## config.mk

```make
export PLATFORM = sky130hd
export DESIGN_NAME = bcd_display_scan_ctrl
export DESIGN_NICKNAME = d
export VERILOG_FILES = /design/src/rtl/bcd_display_scan_ctrl.sv
export SDC_FILE = /design/constraint.sdc
export NUM_CORES = 1
export LEC_CHECK = 0
export BUFFER_PORTS_ARGS = -buffer_cell sky130_fd_sc_hd__buf_2
export CAP_MARGIN = 25
export CORE_MARGIN = 2
export CORE_UTILIZATION = 40
export CTS_BUF_LIST = sky130_fd_sc_hd__clkbuf_8
export DETAILED_ROUTE_END_ITERATION = 10
export PLACE_DENSITY_LB_ADDON = 0.3
export SYNTH_ARGS = -nofsm -noshare
export SYNTH_HDL_FRONTEND = slang
export SYNTH_SLANG_ARGS = --single-unit
```

## constraint.sdc

```tcl
create_clock -name clk -period 3.95 [get_ports clk]
set_input_delay 0.79 -clock clk [delete_from_list [all_inputs] [get_ports clk]]
set_output_delay 0.79 -clock clk [all_outputs]
set_load 0.02 [all_outputs]
```

## src/rtl/bcd_display_scan_ctrl.sv

```systemverilog
// ---------------------------------------------------------------------------
// bcd_display_scan_ctrl
//
// Drives four multiplexed seven-segment displays from a single binary value.
// A load request captures the binary input. A shift-add-3 sequencer then
// converts it to four BCD digits, one input bit per clock. After the last
// bit, the digits are copied into the display registers. A free-running scan
// counter steps through the four digits and puts the selected digit onto the
// shared segment bus, with a one-hot active-low anode select.
//
// Optional feature macro: LEADING_ZERO_BLANK_EN
//    When defined, a digit is blanked if it is zero and every digit above it
//    is also zero. The units digit is never blanked. When undefined, all four
//    digits are always shown.
//
// Parameters
//    N_in      width of the binary input (4..14)
//    N_out     segment bus width, {g,f,e,d,c,b,a}
//    SCAN_DIV  clock cycles each digit stays lit (>= 2)
//
// Ports
//    clk     in   1      single clock, rising edge
//    rst     in   1      synchronous active-high reset
//    bin_in  in   N_in   binary value, sampled only when a load is accepted
//    load    in   1      conversion request (pulse or level)
//    busy    out  1      conversion in progress; load is ignored meanwhile
//    seg     out  N_out  active-low segments of the selected digit
//    an      out  4      active-low one-hot anode, an[0]=units..an[3]=thousands
// ---------------------------------------------------------------------------
module bcd_display_scan_ctrl #(
   parameter int N_in     = 10,
   parameter int N_out    = 7,
   parameter int SCAN_DIV = 50000
) (
   input  logic             clk,
   input  logic             rst,
   input  logic [N_in-1:0]  bin_in,
   input  logic             load,
   output logic             busy,
   output logic [N_out-1:0] seg,
   output logic [3:0]       an
);

   localparam int          DIV_W    = (SCAN_DIV > 1) ? $clog2(SCAN_DIV) : 1;
   localparam logic [DIV_W-1:0] DIV_LAST = DIV_W'(SCAN_DIV - 1);
   localparam logic [3:0]  LAST_BIT = 4'(N_in - 1);

   typedef enum logic [1:0] {
      IDLE,
      SHIFT,
      LATCH
   } state_t;

   state_t            state_q;
   state_t            state_nxt;
   logic              start;
   logic              do_shift;
   logic              do_latch;

   logic [N_in-1:0]   bin_q;
   logic [N_in-1:0]   bin_shift;
   logic [15:0]       bcd_q;
   logic [15:0]       bcd_adj;
   logic [15:0]       bcd_shift;
   logic [3:0]        bit_cnt_q;
   logic              ovf_q;
   logic              busy_q;

   logic [15:0]       disp_q;
   logic [15:0]       disp_nxt;
   logic [DIV_W-1:0]  div_q;
   logic [DIV_W-1:0]  div_nxt;
   logic [1:0]        idx_q;
   logic [1:0]        idx_nxt;
   logic [3:0]        sel_digit;
   logic              blank;
   logic [6:0]        seg_nxt;
   logic [N_out-1:0]  seg_q;
   logic [3:0]        an_q;

   // Active-low seven-segment patterns, bit order {g,f,e,d,c,b,a}.
   // Codes above 9 cannot occur and are shown dark.
   function automatic logic [6:0] seg_decode(input logic [3:0] d);
      logic [6:0] s;
      case (d)
         4'd0:    s = 7'b1000000;
         4'd1:    s = 7'b1111001;
         4'd2:    s = 7'b0100100;
         4'd3:    s = 7'b0110000;
         4'd4:    s = 7'b0011001;
         4'd5:    s = 7'b0010010;
         4'd6:    s = 7'b0000010;
         4'd7:    s = 7'b1111000;
         4'd8:    s = 7'b0000000;
         4'd9:    s = 7'b0010000;
         default: s = 7'b1111111;
      endcase
      return s;
   endfunction

   // State register for the conversion sequencer. Reset returns it to IDLE,
   // which also aborts a conversion that is in flight.
   always_ff @(posedge clk) begin
      if (rst) begin
         state_q <= IDLE;
      end else begin
         state_q <= state_nxt;
      end
   end

   // Next-state logic. A load is only honoured in IDLE, so requests that
   // arrive while busy are dropped rather than queued. SHIFT lasts one cycle
   // per input bit, and LATCH is a single cycle that publishes the digits.
   always_comb begin
      state_nxt = state_q;
      start     = 1'b0;
      do_shift  = 1'b0;
      do_latch  = 1'b0;
      case (state_q)
         IDLE: begin
            if (load) begin
               start     = 1'b1;
               state_nxt = SHIFT;
            end
         end
         SHIFT: begin
            do_shift = 1'b1;
            if (bit_cnt_q == LAST_BIT) begin
               state_nxt = LATCH;
            end
         end
         LATCH: begin
            do_latch  = 1'b1;
            state_nxt = IDLE;
         end
         default: begin
            state_nxt = IDLE;
         end
      endcase
   end

   // One shift-add-3 step: every BCD nibble of 5 or more gets 3 added so
   // that the following doubling carries correctly into the next decade.
   // The next binary MSB is then shifted into the BCD units position.
   always_comb begin
      bcd_adj = bcd_q;
      for (int i = 0; i < 4; i++) begin
         if (bcd_q[4*i +: 4] >= 4'd5) begin
            bcd_adj[4*i +: 4] = bcd_q[4*i +: 4] + 4'd3;
         end
      end
      bcd_shift    = bcd_adj << 1;
      bcd_shift[0] = bin_q[N_in-1];
      bin_shift    = bin_q << 1;
   end

   // Conversion datapath. The overflow flag is decided when the value is
   // captured. Only a 14-bit input can exceed 9999, and such a value would
   // not fit in four decades, so the display is clamped to 9999 instead.
   // busy is registered from the next state, so it rises on the accepting
   // edge and falls on the LATCH edge.
   always_ff @(posedge clk) begin
      if (rst) begin
         bin_q     <= '0;
         bcd_q     <= '0;
         bit_cnt_q <= '0;
         ovf_q     <= 1'b0;
         busy_q    <= 1'b0;
      end else begin
         if (start) begin
            bin_q     <= bin_in;
            bcd_q     <= '0;
            bit_cnt_q <= '0;
            ovf_q     <= (32'(bin_in) > 32'd9999);
         end else if (do_shift) begin
            bin_q     <= bin_shift;
            bcd_q     <= bcd_shift;
            bit_cnt_q <= bit_cnt_q + 4'd1;
         end
         busy_q <= (state_nxt != IDLE);
      end
   end

   // Next display contents, scan position and segment pattern. The segment
   // register is fed from the next digit and next index. This means a digit
   // latched on a scan-wrap edge is shown immediately under the new anode,
   // with no stale cycle.
   always_comb begin
      disp_nxt = disp_q;
      if (do_latch) begin
         disp_nxt = ovf_q ? 16'h9999 : bcd_q;
      end

      div_nxt = div_q + DIV_W'(1);
      idx_nxt = idx_q;
      if (div_q == DIV_LAST) begin
         div_nxt = '0;
         idx_nxt = idx_q + 2'd1;
      end

      case (idx_nxt)
         2'd0:    sel_digit = disp_nxt[3:0];
         2'd1:    sel_digit = disp_nxt[7:4];
         2'd2:    sel_digit = disp_nxt[11:8];
         default: sel_digit = disp_nxt[15:12];
      endcase

      blank = 1'b0;
`ifdef LEADING_ZERO_BLANK_EN
      case (idx_nxt)
         2'd3:    blank = (disp_nxt[15:12] == 4'd0);
         2'd2:    blank = (disp_nxt[15:8] == 8'd0);
         2'd1:    blank = (disp_nxt[15:4] == 12'd0);
         default: blank = 1'b0;
      endcase
`endif

      seg_nxt = blank ? 7'b1111111 : seg_decode(sel_digit);
   end

   // Display registers and the scan counter. These run independently of
   // the sequencer, and all outputs leave the block straight from flops.
   always_ff @(posedge clk) begin
      if (rst) begin
         disp_q <= '0;
         div_q  <= '0;
         idx_q  <= 2'd0;
         seg_q  <= N_out'(7'b1000000);
         an_q   <= 4'b1110;
      end else begin
         disp_q <= disp_nxt;
         div_q  <= div_nxt;
         idx_q  <= idx_nxt;
         seg_q  <= N_out'(seg_nxt);
         an_q   <= ~(4'b0001 << idx_nxt);
      end
   end

   assign busy = busy_q;
   assign seg  = seg_q;
   assign an   = an_q;

endmodule

```

==> out/metrics.cfg, run 1 <==
[power]
peakVddDrop_v=0.0002651
pwr-share-seq_pct=49.8
switching_power_uw=333.4
power.density_nw_per_um2=379.9
clock_power_share_pct=46.0
part_of_the_total_power_dissipated_in_combinational_logic_pct=4.3
switching_share_pct=20.47
internal_power_uw=1295
p_leak_uw=0.001694

[global_routing]
grt_util_all_layers_pct=15.77
antenna_found_initial=0
first_global_vias=2880
grt-ovfl-total=0
maximum_number_of_pins_on_one_net_before_global_route_repair=39
grt_pass1_wl_um=13250

[logic_synthesis]
post_synth_inst_count=434
synth_seq_cells=78
net_count_of_the_mapped_netlist=463
ys_async_rst_share_pct=0
post-synth-top-area-cell=sky130_fd_sc_hd__dfxtp_1
synth.cells.most_frequent=sky130_fd_sc_hd__dfxtp_1 (78), sky130_fd_sc_hd__nor2_1 (56), sky130_fd_sc_hd__a21oi_1 (40), sky130_fd_sc_hd__nand2_1 (33), sky130_fd_sc_hd__inv_1 (21)
synth.yosys.warnings=0
area_contributors_post_synth=sky130_fd_sc_hd__dfxtp_1 (41%), sky130_fd_sc_hd__nor2_1 (5.5%), sky130_fd_sc_hd__a21oi_1 (5.2%), sky130_fd_sc_hd__ha_1 (5.2%), sky130_fd_sc_hd__nand2_1 (3.2%)
most_common_cell_in_the_netlist=sky130_fd_sc_hd__dfxtp_1
dominantRegCellSynth=sky130_fd_sc_hd__dfxtp_1
syn_area_um2=3834
ys_types=52
syn_area_per_cell_um2=8.833
top_area_cell_type_share_of_the_netlist_area_pct=40.73
post_synth_edffs=0
synth.yosys.seq_area_share_pct=40.73

[floorplanning]
initial_core_util_pct=41.29
floorplan.die.width_um=101.9
die_h_um=101.9
num_io_pins=25
die-area_um2=10380
std_cell_core_area_um2=9284
number_of_core_rows=35

[placement]
dp_hpwl_um=5262
finalWeightedCongestion=0.7719
port_bufs=24
dp_worst_setup_slack_ps=867.5

[clocking]
ctsResizeCount=0
worst_setup_hold_path_clk_slew_ps=80
worstSkewPairLatency_ps=340
cts_hold_buffers=0
clkSinkCount=78
cts.repair_timing.setup_buffer_count=0
root_buffer=sky130_fd_sc_hd__clkbuf_8
htree_num_levels=3
cts-root-to-sink-buffers=2
numCtsBuffers=9
cts_tree=done

[critical_path]
crit_path_start_kind=register
kind_of_end_point_of_the_critical_path=register
crit_arrival_ps=3290
critPathKind=register to register
worst-endpoint-required_ps=4170
worst-path-max-fanout=23

[sta]
layout_setup_ws_ps=878.0
setup_repair_after_global_routing_missed_its_margin=false
finalHoldViolCount=0
final_max_slew_viol_count=0
max_freq_mhz=325.5
post_route_skew_ps=8.863
worst-slew-pin-transition_ps=760.3
setup_viol=0
max_slew_margin_pct=49.31
timing.final.crit_period_ps=3072
final.period_utilization_pct=77.77
totalNegativeSetupSlack_ps=0

[route]
drc=0
routed_via_density=5.246
routed_wl_um=7526
met1Wirelength_um=3617
detailed_route_wire_length_per_cell_um=12.95
drt_pass1_iterations=4
route.met2.wl_um=3612
drt_first_iter_violations=125
route.top_layer_used=met4
vias=3048
count_of_antenna_violating_nets_left_after_detailed_routing=0
met3RoutedLength_um=233

[layout]
multi_input_area_um2=2076
antennaDiodeCount=0
fillers=926
num-nets-final=477
area.growth.synth_to_final_pct=11.81
drive_gt1_share_pct=13.94
final-seq-area_um2=1562

[status]
status=complete, no violations

[flow_run]
cap_viol_max_count=0

[worst_hold_path]
min-delay-path-class=register to register

==> layout make-up <==
class / count / area share, %
multi-input combinational: 308 / 48.42
sequential: 78 / 36.43
clock buffer: 12 / 3.853
tap: 129 / 3.765
timing repair buffer: 27 / 3.328
clock inverter: 3 / 2.102
inverter: 24 / 2.102
==> cell families (layout without fill, tap and decap cells) <==
family	after synthesis	count (layout)	synth area share (%)
buffers and inverters	48	66	5.124
muxes	21	21	7.213
DFF	78	78	40.73
and+or+nand+nor	152	152	20.50
adders and majority gates	16	16	5.222
AOI/OAI and AO/OA	93	93	15.27
xor gates and xnor gates	26	26	5.940
==> power groups by stage <==
stage / combinational, uW / clock (uW) / sequential [uW]
floorplan: 51.9 / 0 / 826
global placement: 68.5 / 0 / 828
detailed placement: 70.3 / 0 / 829
CTS: 70.6 / 766 / 810
global route: 78.8 / 801 / 813
finish: 69.6 / 748 / 811
==> final timing paths <==
kind,from,slack [ps],end,cells after the start
worst max-delay path,state_q[0],880,seg[3],9
worst min-delay path,div_q[0],450,div_q[0],1
worst max register to register,state_q[0],880,seg[3],9
worst min register to register,div_q[0],450,div_q[0],1
==> routing by layer <==
layer	up-vias	GRT usage (%)
met5	-	0
met1	1450	20.45
met2	45	26.27
met4	0	4.718
li1	1547	-
met3	6	3.625
==> layout by cell type (no fill, tap or decap), types with 6 or more instances in the layout <==
| master | count |
|---|---|
| sky130_fd_sc_hd__dfxtp_1 | 78 |
| sky130_fd_sc_hd__nor2_1 | 56 |
| sky130_fd_sc_hd__a21oi_1 | 40 |
| sky130_fd_sc_hd__nand2_1 | 33 |
| sky130_fd_sc_hd__buf_2 | 24 |
| sky130_fd_sc_hd__inv_1 | 21 |
| sky130_fd_sc_hd__ha_1 | 16 |
| sky130_fd_sc_hd__xnor2_1 | 14 |
| sky130_fd_sc_hd__a211oi_1 | 13 |
| sky130_fd_sc_hd__xor2_1 | 12 |
| sky130_fd_sc_hd__clkbuf_8 | 12 |
| sky130_fd_sc_hd__o21ai_0 | 11 |
| sky130_fd_sc_hd__and3_1 | 10 |
| sky130_fd_sc_hd__mux2i_1 | 10 |
| sky130_fd_sc_hd__nand3_1 | 10 |
| sky130_fd_sc_hd__nand2b_1 | 8 |
| sky130_fd_sc_hd__and3b_1 | 8 |
| sky130_fd_sc_hd__o22ai_1 | 8 |
| sky130_fd_sc_hd__a221oi_1 | 8 |
| sky130_fd_sc_hd__nor3_1 | 6 |
==> critical path, cell delays in order, from the launching register on <==
cell and delay [ps]:
sky130_fd_sc_hd__dfxtp_1 560, sky130_fd_sc_hd__nand2b_1 660, sky130_fd_sc_hd__buf_4 280, sky130_fd_sc_hd__a211oi_1 80, sky130_fd_sc_hd__mux2_2 260, sky130_fd_sc_hd__or4_1 530
sky130_fd_sc_hd__ha_1 350, sky130_fd_sc_hd__inv_1 40, sky130_fd_sc_hd__mux2i_1 110, sky130_fd_sc_hd__a21oi_1 70
==> metrics by stage <==
stage	utilization, %	area (um^2)	std cells	hold WS (ps)	power (uW)
2_1_floorplan	-	3834	434	413.2	878.4
5_1_grt	46.17	4287	581	474.3	1692
4_1_cts	46.17	4287	581	461.0	1647
6_report	46.17	4287	581	448.4	1629
3_5_place_dp	43.42	4031	566	441.5	899.4
3_3_place_gp	43.42	4031	566	433.1	896.7
==> registers in the layout (all words and copies together), names as in the netlist <==
name,flops
div_q,16
bit_cnt_q,4
bin_q,10
idx_q,2
an,4
seg,7
bcd_q,16
state_q,2
busy,1
disp_q,16
Note: power is estimated with default switching activity, not from simulation.
==> inputs of run 2 (changes only) <==
--- a/config.mk
+++ b/config.mk
@@ -5,6 +5,7 @@
 export SDC_FILE = /design/constraint.sdc
 export NUM_CORES = 1
 export LEC_CHECK = 0
+export ABC_AREA = 1
 export BUFFER_PORTS_ARGS = -buffer_cell sky130_fd_sc_hd__buf_2
 export CAP_MARGIN = 25
 export CORE_MARGIN = 2
==> constraint.sdc (replaced) <==
create_clock -name clk -period 2.6 [get_ports clk]
set_input_delay 0.52 -clock clk [delete_from_list [all_inputs] [get_ports clk]]
set_output_delay 0.52 -clock clk [all_outputs]
set_load 0.02 [all_outputs]
==> run 2 against run 1 <==
  * Register-to-register slack lost 640 ps
  * Highest routed layer unchanged
  * Sequential share of layout area down 0.50 points
  * Combinational power up 110%
  * Power grew 45%
  * Critical endpoint unchanged
==> out/metrics.cfg, run 2 <==
[status]
status=complete, no violations

[logic_synthesis]
most_common_cell_in_the_netlist=sky130_fd_sc_hd__nand2_1
post_synth_inst_count=530  ; +22%
ys_async_rst_share_pct=0  ; unchanged
synth_compound_area_share_pct=12.46  ; -2.8 points
synth_top_family_by_area=simple AND/OR/NAND/NOR gates
post-synth-top-area-cell=sky130_fd_sc_hd__dfxtp_1
synth_fa_ha_area_share_pct=5.203  ; -0.019 points
synth.yosys.seq_area_share_pct=40.59  ; -0.15 points
synth.yosys.warnings=0  ; unchanged
net_count_of_the_mapped_netlist=559  ; +21%
syn_area_um2=3847  ; +0.36%
area_contributors_post_synth=sky130_fd_sc_hd__dfxtp_1 (41%), sky130_fd_sc_hd__nand2_1 (12%), sky130_fd_sc_hd__inv_1 (7.9%), sky130_fd_sc_hd__nor2_1 (5.7%), sky130_fd_sc_hd__ha_1 (5.2%)
synth_seq_cells=78  ; unchanged
muxShareOfSynthArea_pct=0.5203  ; -6.7 points
synthesized_area_fraction_occupied_by_xor_and_xnor_cells_pct=2.504  ; -3.4 points
dominantRegCellSynth=sky130_fd_sc_hd__dfxtp_1
syn_area_per_cell_um2=7.259  ; -18%
ys_types=36  ; -31%
top_area_cell_type_share_of_the_netlist_area_pct=40.59  ; -0.15 points
post_synth_and_or_nand_nor_area_fraction_pct=28.68  ; +8.2 points
synth.cells.most_frequent=sky130_fd_sc_hd__nand2_1 (119), sky130_fd_sc_hd__inv_1 (81), sky130_fd_sc_hd__dfxtp_1 (78), sky130_fd_sc_hd__nor2_1 (58), sky130_fd_sc_hd__a21oi_1 (26)
post_synth_edffs=0  ; unchanged

[sta]
max_slew_margin_pct=62.96  ; +14 points
final.period_utilization_pct=90.79  ; +13 points
worst-slew-pin-transition_ps=554.2  ; -206.1 ps
hold_slack_ps=429.5  ; -18.87 ps
max_freq_mhz=423.6  ; +30%
totalNegativeSetupSlack_ps=0  ; unchanged
timing.final.crit_period_ps=2361  ; -711.4 ps
finalHoldViolCount=0  ; unchanged
setup_viol=0  ; unchanged
post_route_skew_ps=7.096  ; -1.767 ps
final_max_slew_viol_count=0  ; unchanged
setup_repair_after_global_routing_missed_its_margin=false

[global_routing]
grt-ovfl-total=0  ; unchanged
grt_util_all_layers_pct=15.58  ; -0.19 points
grt_util_met3_pct=3.488  ; -0.14 points
antenna_found_initial=0  ; unchanged
grt_util_met2_pct=27.07  ; +0.81 points
globalRouteMet1Util_pct=18.95  ; -1.5 points
globalRoute.busiestLayer=met2
grt_pass1_wl_um=13050  ; -1.5%
maximum_number_of_pins_on_one_net_before_global_route_repair=31  ; -21%
first_global_vias=2978  ; +3.4%

[critical_path]
critPathKind=register to register
crit_path_start_kind=register
worst-r2r-cell-count=14  ; +5
reg2reg_setup_slack_ps=240  ; -640 ps
worst-endpoint-required_ps=2880  ; -1290 ps
worst-path-max-fanout=6  ; -74%
kind_of_end_point_of_the_critical_path=register
crit_arrival_ps=2640  ; -650 ps

[flow_run]
cap_viol_max_count=0  ; unchanged

[route]
count_of_antenna_violating_nets_left_after_detailed_routing=0  ; unchanged
drc=0  ; unchanged
routed_wl_um=7603  ; +1.0%
routed_via_density=4.626  ; -12%
drt_first_iter_violations=128  ; +2.4%
drt_pass1_iterations=5  ; +1
vias=3201  ; +5.0%
detailed_route_wire_length_per_cell_um=10.99  ; -15%

[clocking]
worst_setup_hold_path_clk_slew_ps=80  ; about the same
htree_num_levels=3  ; unchanged
clkSinkCount=78  ; unchanged
cts-root-to-sink-buffers=2  ; unchanged
worstSkewPairLatency_ps=340  ; about the same
root_buffer=sky130_fd_sc_hd__clkbuf_8
cts_tree=done
numCtsBuffers=9  ; unchanged

[power]
part_of_the_total_power_dissipated_in_combinational_logic_pct=6.3  ; +2.0 points
peakVddDrop_v=0.0002387  ; -10%
power.density_nw_per_um2=543.0  ; +43%
p_leak_uw=0.001983  ; +17%
clock_power_share_pct=41.2  ; -4.8 points
switching_share_pct=23.41  ; +2.9 points
pwr-share-seq_pct=52.5  ; +2.7 points
internal_power_uw=1808  ; +40%
switching_power_uw=552.6  ; +66%

[layout]
commonest_cells_after_routing_fill_and_taps_aside=sky130_fd_sc_hd__nand2_1 (119), sky130_fd_sc_hd__inv_1 (82), sky130_fd_sc_hd__dfxtp_1 (78), sky130_fd_sc_hd__nor2_1 (57), sky130_fd_sc_hd__a21oi_1 (26)
drive_gt1_share_pct=14.74  ; +0.80 points
layout_commonest_cell=sky130_fd_sc_hd__nand2_1
num-nets-final=587  ; +23%
reg.largest.list=bcd_q (16), disp_q (16), div_q (16)
fillers=933  ; +0.76%
area.growth.synth_to_final_pct=12.98
antennaDiodeCount=0  ; unchanged

[placement]
finalWeightedCongestion=0.8981  ; +16%
port_bufs=24  ; unchanged
dp_hpwl_um=5602  ; +6.5%

[worst_hold_path]
hold_depth=3  ; +2
min-delay-path-class=input port to register

[floorplanning]
floorplan.die.width_um=102.1  ; +0.17%
initial_core_util_pct=41.44  ; +0.15 points
std_cell_core_area_um2=9284  ; unchanged
die-area_um2=10420  ; +0.34%
die_h_um=102.1  ; +0.17%
num_io_pins=25  ; unchanged
number_of_core_rows=35  ; unchanged

[run 2: cell count changes after synthesis, moves of 9 or more]
| cell | change |
|---|---|
| sky130_fd_sc_hd__nand2_1 | +86 |
| sky130_fd_sc_hd__inv_1 | +60 |
| sky130_fd_sc_hd__a211oi_1 | -13 |
| sky130_fd_sc_hd__a21oi_1 | -14 |
| sky130_fd_sc_hd__o21ai_0 | +14 |
| sky130_fd_sc_hd__xnor2_1 | -9 |
| sky130_fd_sc_hd__nand3_1 | +9 |
| sky130_fd_sc_hd__and3_1 | -10 |
[run 2: layer usage]
| metal | up-vias | share of wire (%) | wire length (um) |
|---|---|---|---|
| li1 | 1715 | - | - |
| met1 | 1439 | 49 | 3721 |
| met2 | 38 | 48 | 3629 |
| met3 | 9 | 2.1 | 161 |
| met4 | 0 | 1.2 | 90 |
| met5 | - | 0 | 0 |
[run 2: kinds of logic after synthesis]
logic type	Yosys count
AO/OA/AOI/OAI	80
XOR/XNOR	11
adder cells (fa/ha/maj)	16
buffers and inverters	101
flip-flops	78
multiplexers	2
AND/OR/NAND/NOR	242
[run 2: worst paths after layout]
path / from / end
worst max-delay path: div_q[0] / seg[3]
worst min-delay path: bin_in[0] / bin_q[0]
worst max register to register: div_q[0] / seg[3]
worst min register to register: div_q[0] / div_q[0]
[run 2: power by group through the flow]
stage          Combinational [uW]  Sequential, uW  Clock, uW
2_1_floorplan                 103            1260          0
3_3_place_gp                  145            1270          0
3_5_place_dp                  148            1270          0
4_1_cts                       149            1240       1000
5_1_grt                       171            1240       1060
6_report                      148            1240        973
[run 2: critical path, cell delays in order, from the launching register on]
cell	delay [ps]
sky130_fd_sc_hd__dfxtp_1	360
sky130_fd_sc_hd__ha_1	200
sky130_fd_sc_hd__nand3_2	150
sky130_fd_sc_hd__nor2_4	170
sky130_fd_sc_hd__nand3_2	140
sky130_fd_sc_hd__nand2_4	140
sky130_fd_sc_hd__inv_4	60
sky130_fd_sc_hd__nor2_4	120
sky130_fd_sc_hd__nand2_1	60
sky130_fd_sc_hd__nand4_1	160
sky130_fd_sc_hd__inv_1	100
sky130_fd_sc_hd__ha_1	280
sky130_fd_sc_hd__nand3_1	120
sky130_fd_sc_hd__nand3_1	100
sky130_fd_sc_hd__a21oi_2	110
[run 2: metrics by stage]
| stage | instance area, um^2 | total power, uW | utilization [%] | setup slack, ps | std cells |
|---|---|---|---|---|---|
| 2_1_floorplan | 3847 | 1366 | - | 427.6 | 530 |
| 3_3_place_gp | 4128 | 1411 | 44.46 | 305.2 | 676 |
| 3_5_place_dp | 4128 | 1416 | 44.46 | 216.3 | 676 |
| 4_1_cts | 4342 | 2392 | 46.77 | 195.4 | 692 |
| 5_1_grt | 4347 | 2471 | 46.82 | 34.34 | 692 |
| 6_report | 4347 | 2360 | 46.82 | 239.4 | 692 |
[run 2: layout make-up]
type                    instances  area (um^2)  share of cell area, %
multi-input cells             351         1907                  43.87
flip-flops and latches         78         1562                  35.92
inverters                      87        330.3                  7.599
repair buffers                 31        172.7                  3.972
well taps                     129        161.4                  3.713
clock buffers                   9        123.9                  2.850
clock inverters                 7        90.09                  2.073
[run 2: timing repair]
item,4_1_cts,5_1_grt
gates resized for setup,0,1
setup buffers,0,0
hold buffers,0,0
endpoints found under the setup margin,0,1
